**src/rtl/enc_pkg.sv**
```systemverilog
// enc_pkg: shared types and helpers for the one-hot event encoder.
package enc_pkg;
    typedef enum logic {IDLE, SEND} state_t;

    function automatic logic [31:0] onehot(input logic [4:0] idx, input int n);
        logic [31:0] mask;
        mask = (n >= 32) ? '1 : ((32'd1 << n) - 32'd1);
        return (32'd1 << idx) & mask;
    endfunction
endpackage

```
**src/rtl/prio_enc.sv**
```systemverilog
// prio_enc: combinational priority encoder, lowest or highest set bit wins.
module prio_enc #(
    parameter int N         = 8,
    parameter int IDX_W     = 3,
    parameter bit LSB_FIRST = 1'b1
) (
    input  logic [N-1:0]     vec,
    output logic [IDX_W-1:0] idx,
    output logic             any
);
    // The last matching bit in scan order wins, so scan away from the preferred end.
    always_comb begin
        idx = '0;
        if (LSB_FIRST) begin
            for (int i = N - 1; i >= 0; i--) if (vec[i]) idx = IDX_W'(i);
        end else begin
            for (int i = 0; i < N; i++) if (vec[i]) idx = IDX_W'(i);
        end
    end
    assign any = |vec;
endmodule

```
**src/rtl/onehot_event_encoder.sv**
```systemverilog
// onehot_event_encoder: captures event pulses into a sticky pending register and
// issues them one binary index at a time over valid/ready.
module onehot_event_encoder
    import enc_pkg::*;
#(
    parameter int N         = 8,
    parameter int IDX_W     = 3,
    parameter bit LSB_FIRST = 1'b1
) (
    input  logic             clk,
    input  logic             reset,
    input  logic             enable,
    input  logic [N-1:0]     req_in,
    output logic [IDX_W-1:0] binary_out,
    output logic             valid_out,
    input  logic             ready_in,
    output logic [N-1:0]     pending_out,
    output logic             overflow_out
);
    if (IDX_W != $clog2(N)) begin : g_bad_idx_w
        $error("IDX_W must equal $clog2(N)");
    end

    state_t           state_q, state_d;
    logic [N-1:0]     pending_q, pending_d;
    logic [IDX_W-1:0] binary_q, binary_d;
    logic             overflow_q, overflow_d;
    logic [N-1:0]     cap, clr, pending_eff, rem;
    logic [IDX_W-1:0] p_idx, r_idx;
    logic             p_any, r_any, accept;

    prio_enc #(.N(N), .IDX_W(IDX_W), .LSB_FIRST(LSB_FIRST)) u_prio_pend (
        .vec(pending_q), .idx(p_idx), .any(p_any)
    );
    prio_enc #(.N(N), .IDX_W(IDX_W), .LSB_FIRST(LSB_FIRST)) u_prio_rem (
        .vec(rem), .idx(r_idx), .any(r_any)
    );

    // Set beats clear: a re-request of the bit being accepted stays pending as a new event.
    always_comb begin
        accept      = (state_q == SEND) && ready_in;
        cap         = req_in & {N{enable}};
        rem         = pending_q & ~N'(onehot(5'(binary_q), N));
        clr         = accept ? N'(onehot(5'(binary_q), N)) : '0;
        pending_eff = pending_q & ~clr;
        pending_d   = pending_eff | cap;
        overflow_d  = |(cap & pending_eff);
        state_d     = state_q;
        binary_d    = binary_q;
        if (state_q == IDLE) begin
            if (p_any) begin
                binary_d = p_idx;
                state_d  = SEND;
            end
        end else if (accept) begin
            binary_d = r_any ? r_idx : binary_q;
            state_d  = r_any ? SEND : IDLE;
        end
    end

    always_ff @(posedge clk) begin
        if (reset) begin
            state_q    <= IDLE;
            pending_q  <= '0;
            binary_q   <= '0;
            overflow_q <= 1'b0;
        end else begin
            state_q    <= state_d;
            pending_q  <= pending_d;
            binary_q   <= binary_d;
            overflow_q <= overflow_d;
        end
    end

    assign binary_out   = binary_q;
    assign valid_out    = (state_q == SEND);
    assign pending_out  = pending_q;
    assign overflow_out = overflow_q;
endmodule

```
**config.mk**
```make
export PLATFORM = sky130hd
export DESIGN_NAME = onehot_event_encoder
export DESIGN_NICKNAME = d
export VERILOG_FILES = /design/src/rtl/enc_pkg.sv /design/src/rtl/prio_enc.sv /design/src/rtl/onehot_event_encoder.sv
export SDC_FILE = /design/constraint.sdc
export NUM_CORES = 1
export LEC_CHECK = 0
export ABC_AREA = 1
export CORE_MARGIN = 2
export CORE_UTILIZATION = 47
export CTS_CLUSTER_DIAMETER = 50
export CTS_CLUSTER_SIZE = 30
export DETAILED_ROUTE_END_ITERATION = 6
export PLACE_DENSITY = 0.75
export RECOVER_POWER = 50
export SLEW_MARGIN = 20
export SYNTH_ARGS = -nofsm -noshare
export SYNTH_HDL_FRONTEND = slang
export SYNTH_SLANG_ARGS = --single-unit
```
**constraint.sdc**
```tcl
create_clock -name clk -period 1.6 [get_ports clk]
set_input_delay 0.24 -clock clk [delete_from_list [all_inputs] [get_ports clk]]
set_output_delay 0.24 -clock clk [all_outputs]
set_load 0.01 [all_outputs]
```
==> flow_summary.json <==
{
  "die_h_um": 48.63,
  "post_cts_hold_buffer_count": 0,
  "grt_antenna_before_repair": 0,
  "clock_tree.buffer_depth": 2,
  "grt_overflow": 0,
  "start_kind": "flop",
  "muxShareOfSynthArea": 0,
  "layout_cell_share_with_drive_strength_beyond_1": 0.1459,
  "fin_crit_share": 0.9703,
  "post-route-min-period_ns": 1.552,
  "commonest_non_fill_non_tap_cell_in_the_layout": "sky130_fd_sc_hd__nand2_1",
  "diodes": 0,
  "max_clock_freq_mhz": 644.1,
  "async_reset_ff_frac": 0,
  "synth.avg_cell_area_um2": 5.961,
  "post_synth_instance_area_um2": 935.9,
  "highest_net_fanout_along_the_worst_path": 7,
  "postSynthNetCount": 169,
  "synth.distinct_cells": 20,
  "swShare": 0.3876,
  "core_region_area_mm2": 0.001922,
  "hold_viol_final": 0,
  "fin_skew_ns": 0.01353,
  "setup_repair_after_global_routing_missed_its_margin": "false",
  "detailedPlace.worstSlack_ns": -0.06013,
  "dpl.hpwl_mm": 1.831,
  "postRouteWirelength_mm": 2.222,
  "finalSetupViolations": 0,
  "worstHoldStart": "binary_out[2]",
  "synth_seq_cells": 13,
  "antenna_left": 0,
  "synthesized_area_fraction_occupied_by_ao_oa_aoi_and_oai_cells": 0.1551,
  "cell_internal_pwr_mw": 0.6728,
  "power.combinational.fraction": 0.428,
  "htree_levels": 1,
  "vias": 1048,
  "min-delay-path-class": "flop to flop",
  "pwr-share-seq": 0.379,
  "final_design_area_no_fill_mm2": 0.001241,
  "r2r_slack_ns": 0.18,
  "data_required_time_at_the_worst_endpoint_ns": 1.36,
  "critical_path_sink_type": "output pin",
  "dominant_combinational_cell_family_by_area_after_synthesis": "simple AND/OR/NAND/NOR gates",
  "post_synth_inst_count": 157,
  "regToRegEndpoint": "binary_out[2]",
  "failed_checks": "design-rule violations",
  "max_cap_violations": 0,
  "fin_util": 0.6458,
  "total_clock_buffers_created_by_cts": 3,
  "clk_pin_slew_ns": 0.08,
  "clk_lat_worst_skew_ns": 0.28,
  "floorplan.die_area_mm2": 0.002364,
  "final_max_slew_viol_count": 0,
  "number_of_optimization_iterations_in_the_first_detailed_route_pass": 7,
  "outcome": "complete, but fails checks",
  "placement.io_buffers": 24,
  "post_cts_resize_count": 0,
  "p_sw_mw": 0.4259,
  "floorplan.io_pins": 25,
  "synth_enable_flop_cells": 0,
  "dominantRegCellSynth": "sky130_fd_sc_hd__dfxtp_1",
  "crit_path_top_delay_cell": "sky130_fd_sc_hd__clkdlybuf4s50_1",
  "cp.buffers_inverters": 1,
  "depth_of_the_worst_register_to_register_path": 10,
  "cp_top_family": "buffers and inverters",
  "floorplan.initialDensity": 0.4870,
  "worst-slew-pin-transition_ns": 0.3069,
  "synth_seq_area_share": 0.2781,
  "p_clk_frac": 0.193,
  "grt_first_pass_wirelength_mm": 3.891,
  "cts-root-buf": "sky130_fd_sc_hd__clkbuf_4",
  "ys.warnings.count": 0,
  "cp_slowest_stage_delay_ns": 0.58,
  "most-common-layout-cells": "sky130_fd_sc_hd__nand2_1, sky130_fd_sc_hd__inv_1, sky130_fd_sc_hd__clkdlybuf4s50_1, sky130_fd_sc_hd__o21ai_0, sky130_fd_sc_hd__dfxtp_1",
  "wire_per_inst_um": 10.48,
  "area.growth.synth_to_final_pct": 32.62,
  "critical_path_arrival_ns": 1.31,
  "number_of_placement_rows": 16,
  "nNetsFinal": 198,
  "critical_path.reg2reg.startpoint": "binary_out[0]",
  "power_density_mw_per_mm2": 885.2,
  "worst_hold_path.endpoint": "binary_out[2]",
  "min_delay_path_depth": 2,
  "yosys.area_share.simple": 0.4024,
  "path_cells": "clkdlybuf4s50_1",
  "die_width_um": 48.63,
  "dpl_cell_area_mm2": 0.001214,
  "grt_util_all_layers": 0.2029,
  "ir_worst_vdd_mv": 0.4828,
  "post_synth_fa_ha_maj_area_fraction": 0,
  "pnr_worst_setup_slack_ns": 0.04756,
  "drt_iter0_drc": 24,
  "grt_pass1_vias": 955,
  "timing.max_slew.rel_slack": 0.7932,
  "cts_tree": "built",
  "clock_sinks": 13,
  "viasPerCell": 4.943,
  "post-cts-setup-buffer-count": 0,
  "grt_start_max_net_pins": 11,
  "residual_drc_count": 1,
  "gp_routability_congestion": 0.8310,
  "post_synth_xor_area_fraction": 0,
  "critical_path_class": "flop to output pin",
  "p_leak_nw": 0.6623
}
## power by group through the flow
| stage | sequential [mW] | clock, mW | combinational [mW] |
|---|---|---|---|
| 3_5_place_dp | 0.423 | 0 | 0.469 |
| 2_1_floorplan | 0.433 | 0 | 0.285 |
| 4_1_cts | 0.416 | 0.215 | 0.472 |
| 5_1_grt | 0.425 | 0.229 | 0.524 |
| 3_3_place_gp | 0.420 | 0 | 0.458 |
| 6_report | 0.416 | 0.212 | 0.470 |
## cell families after synthesis
kind of cell	Yosys count
compound gates	28
buf+inv	37
simple gates	79
flops	13
## registers in the layout, summed over array words and instances (netlist names)
| signal | cells |
|---|---|
| pending_out | 8 |
| overflow_out | 1 |
| valid_out | 1 |
| binary_out | 3 |
## metrics by stage
| step | power (mW) | TNS (ns) | cells | hold slack [ns] |
|---|---|---|---|---|
| floorplan | 0.7184 | 0 | 157 | 0.3024 |
| global placement | 0.8783 | 0 | 208 | 0.5387 |
| detailed placement | 0.8920 | -0.06013 | 208 | 0.5681 |
| CTS | 1.102 | 0 | 212 | 0.5807 |
| global route | 1.177 | 0 | 212 | 0.6130 |
| finish | 1.099 | 0 | 212 | 0.5772 |
## synth_stat cells, types with 2 or more instances
cell type	count	area, um2
sky130_fd_sc_hd__nand2_1	41	153.9
sky130_fd_sc_hd__a21oi_1	5	25.02
sky130_fd_sc_hd__dfxtp_1	13	260.3
sky130_fd_sc_hd__nand2_4	3	33.78
sky130_fd_sc_hd__nor2_1	11	41.29
sky130_fd_sc_hd__inv_1	31	116.4
sky130_fd_sc_hd__nand3_1	9	45.04
sky130_fd_sc_hd__o21ai_0	20	100.1
sky130_fd_sc_hd__inv_2	3	11.26
sky130_fd_sc_hd__nand4_1	2	12.51
sky130_fd_sc_hd__nand2_2	10	62.56
## area by class of cell
class | instances | area (um2)
fill | 190 | 680.7
multi-input combinational | 107 | 521.8
sequential | 13 | 261.5
timing repair buffer | 25 | 247.7
inverter | 36 | 150.1
tap | 27 | 33.78
clock buffer | 4 | 26.28
## worst max path at each step
| stage | to | startpoint | cells after the start |
|---|---|---|---|
| 3_5_place_dp | overflow_out | ready_in | 8 |
| 4_1_cts | binary_out[1] | binary_out[1] | 1 |
| 3_3_place_gp | overflow_out | ready_in | 8 |
| 6_report | binary_out[2] | binary_out[2] | 1 |
| 5_1_grt | binary_out[2] | binary_out[2] | 1 |
| 2_1_floorplan | binary_out[1] | binary_out[1] | 9 |
## layer usage
metal	track usage	wire length, um
met5	0	0
met4	0.07619	22
met3	0.02160	137
met2	0.3493	1103
met1	0.2601	959
## worst min-delay path: cells and delay by family (launching register included)
family	cells	cell delay (ns)
flip-flops	1	0.38
AND/OR/NAND/NOR	1	0.11
AO/OA/AOI/OAI	1	0.05
Note: power is estimated with default switching activity, not from simulation.
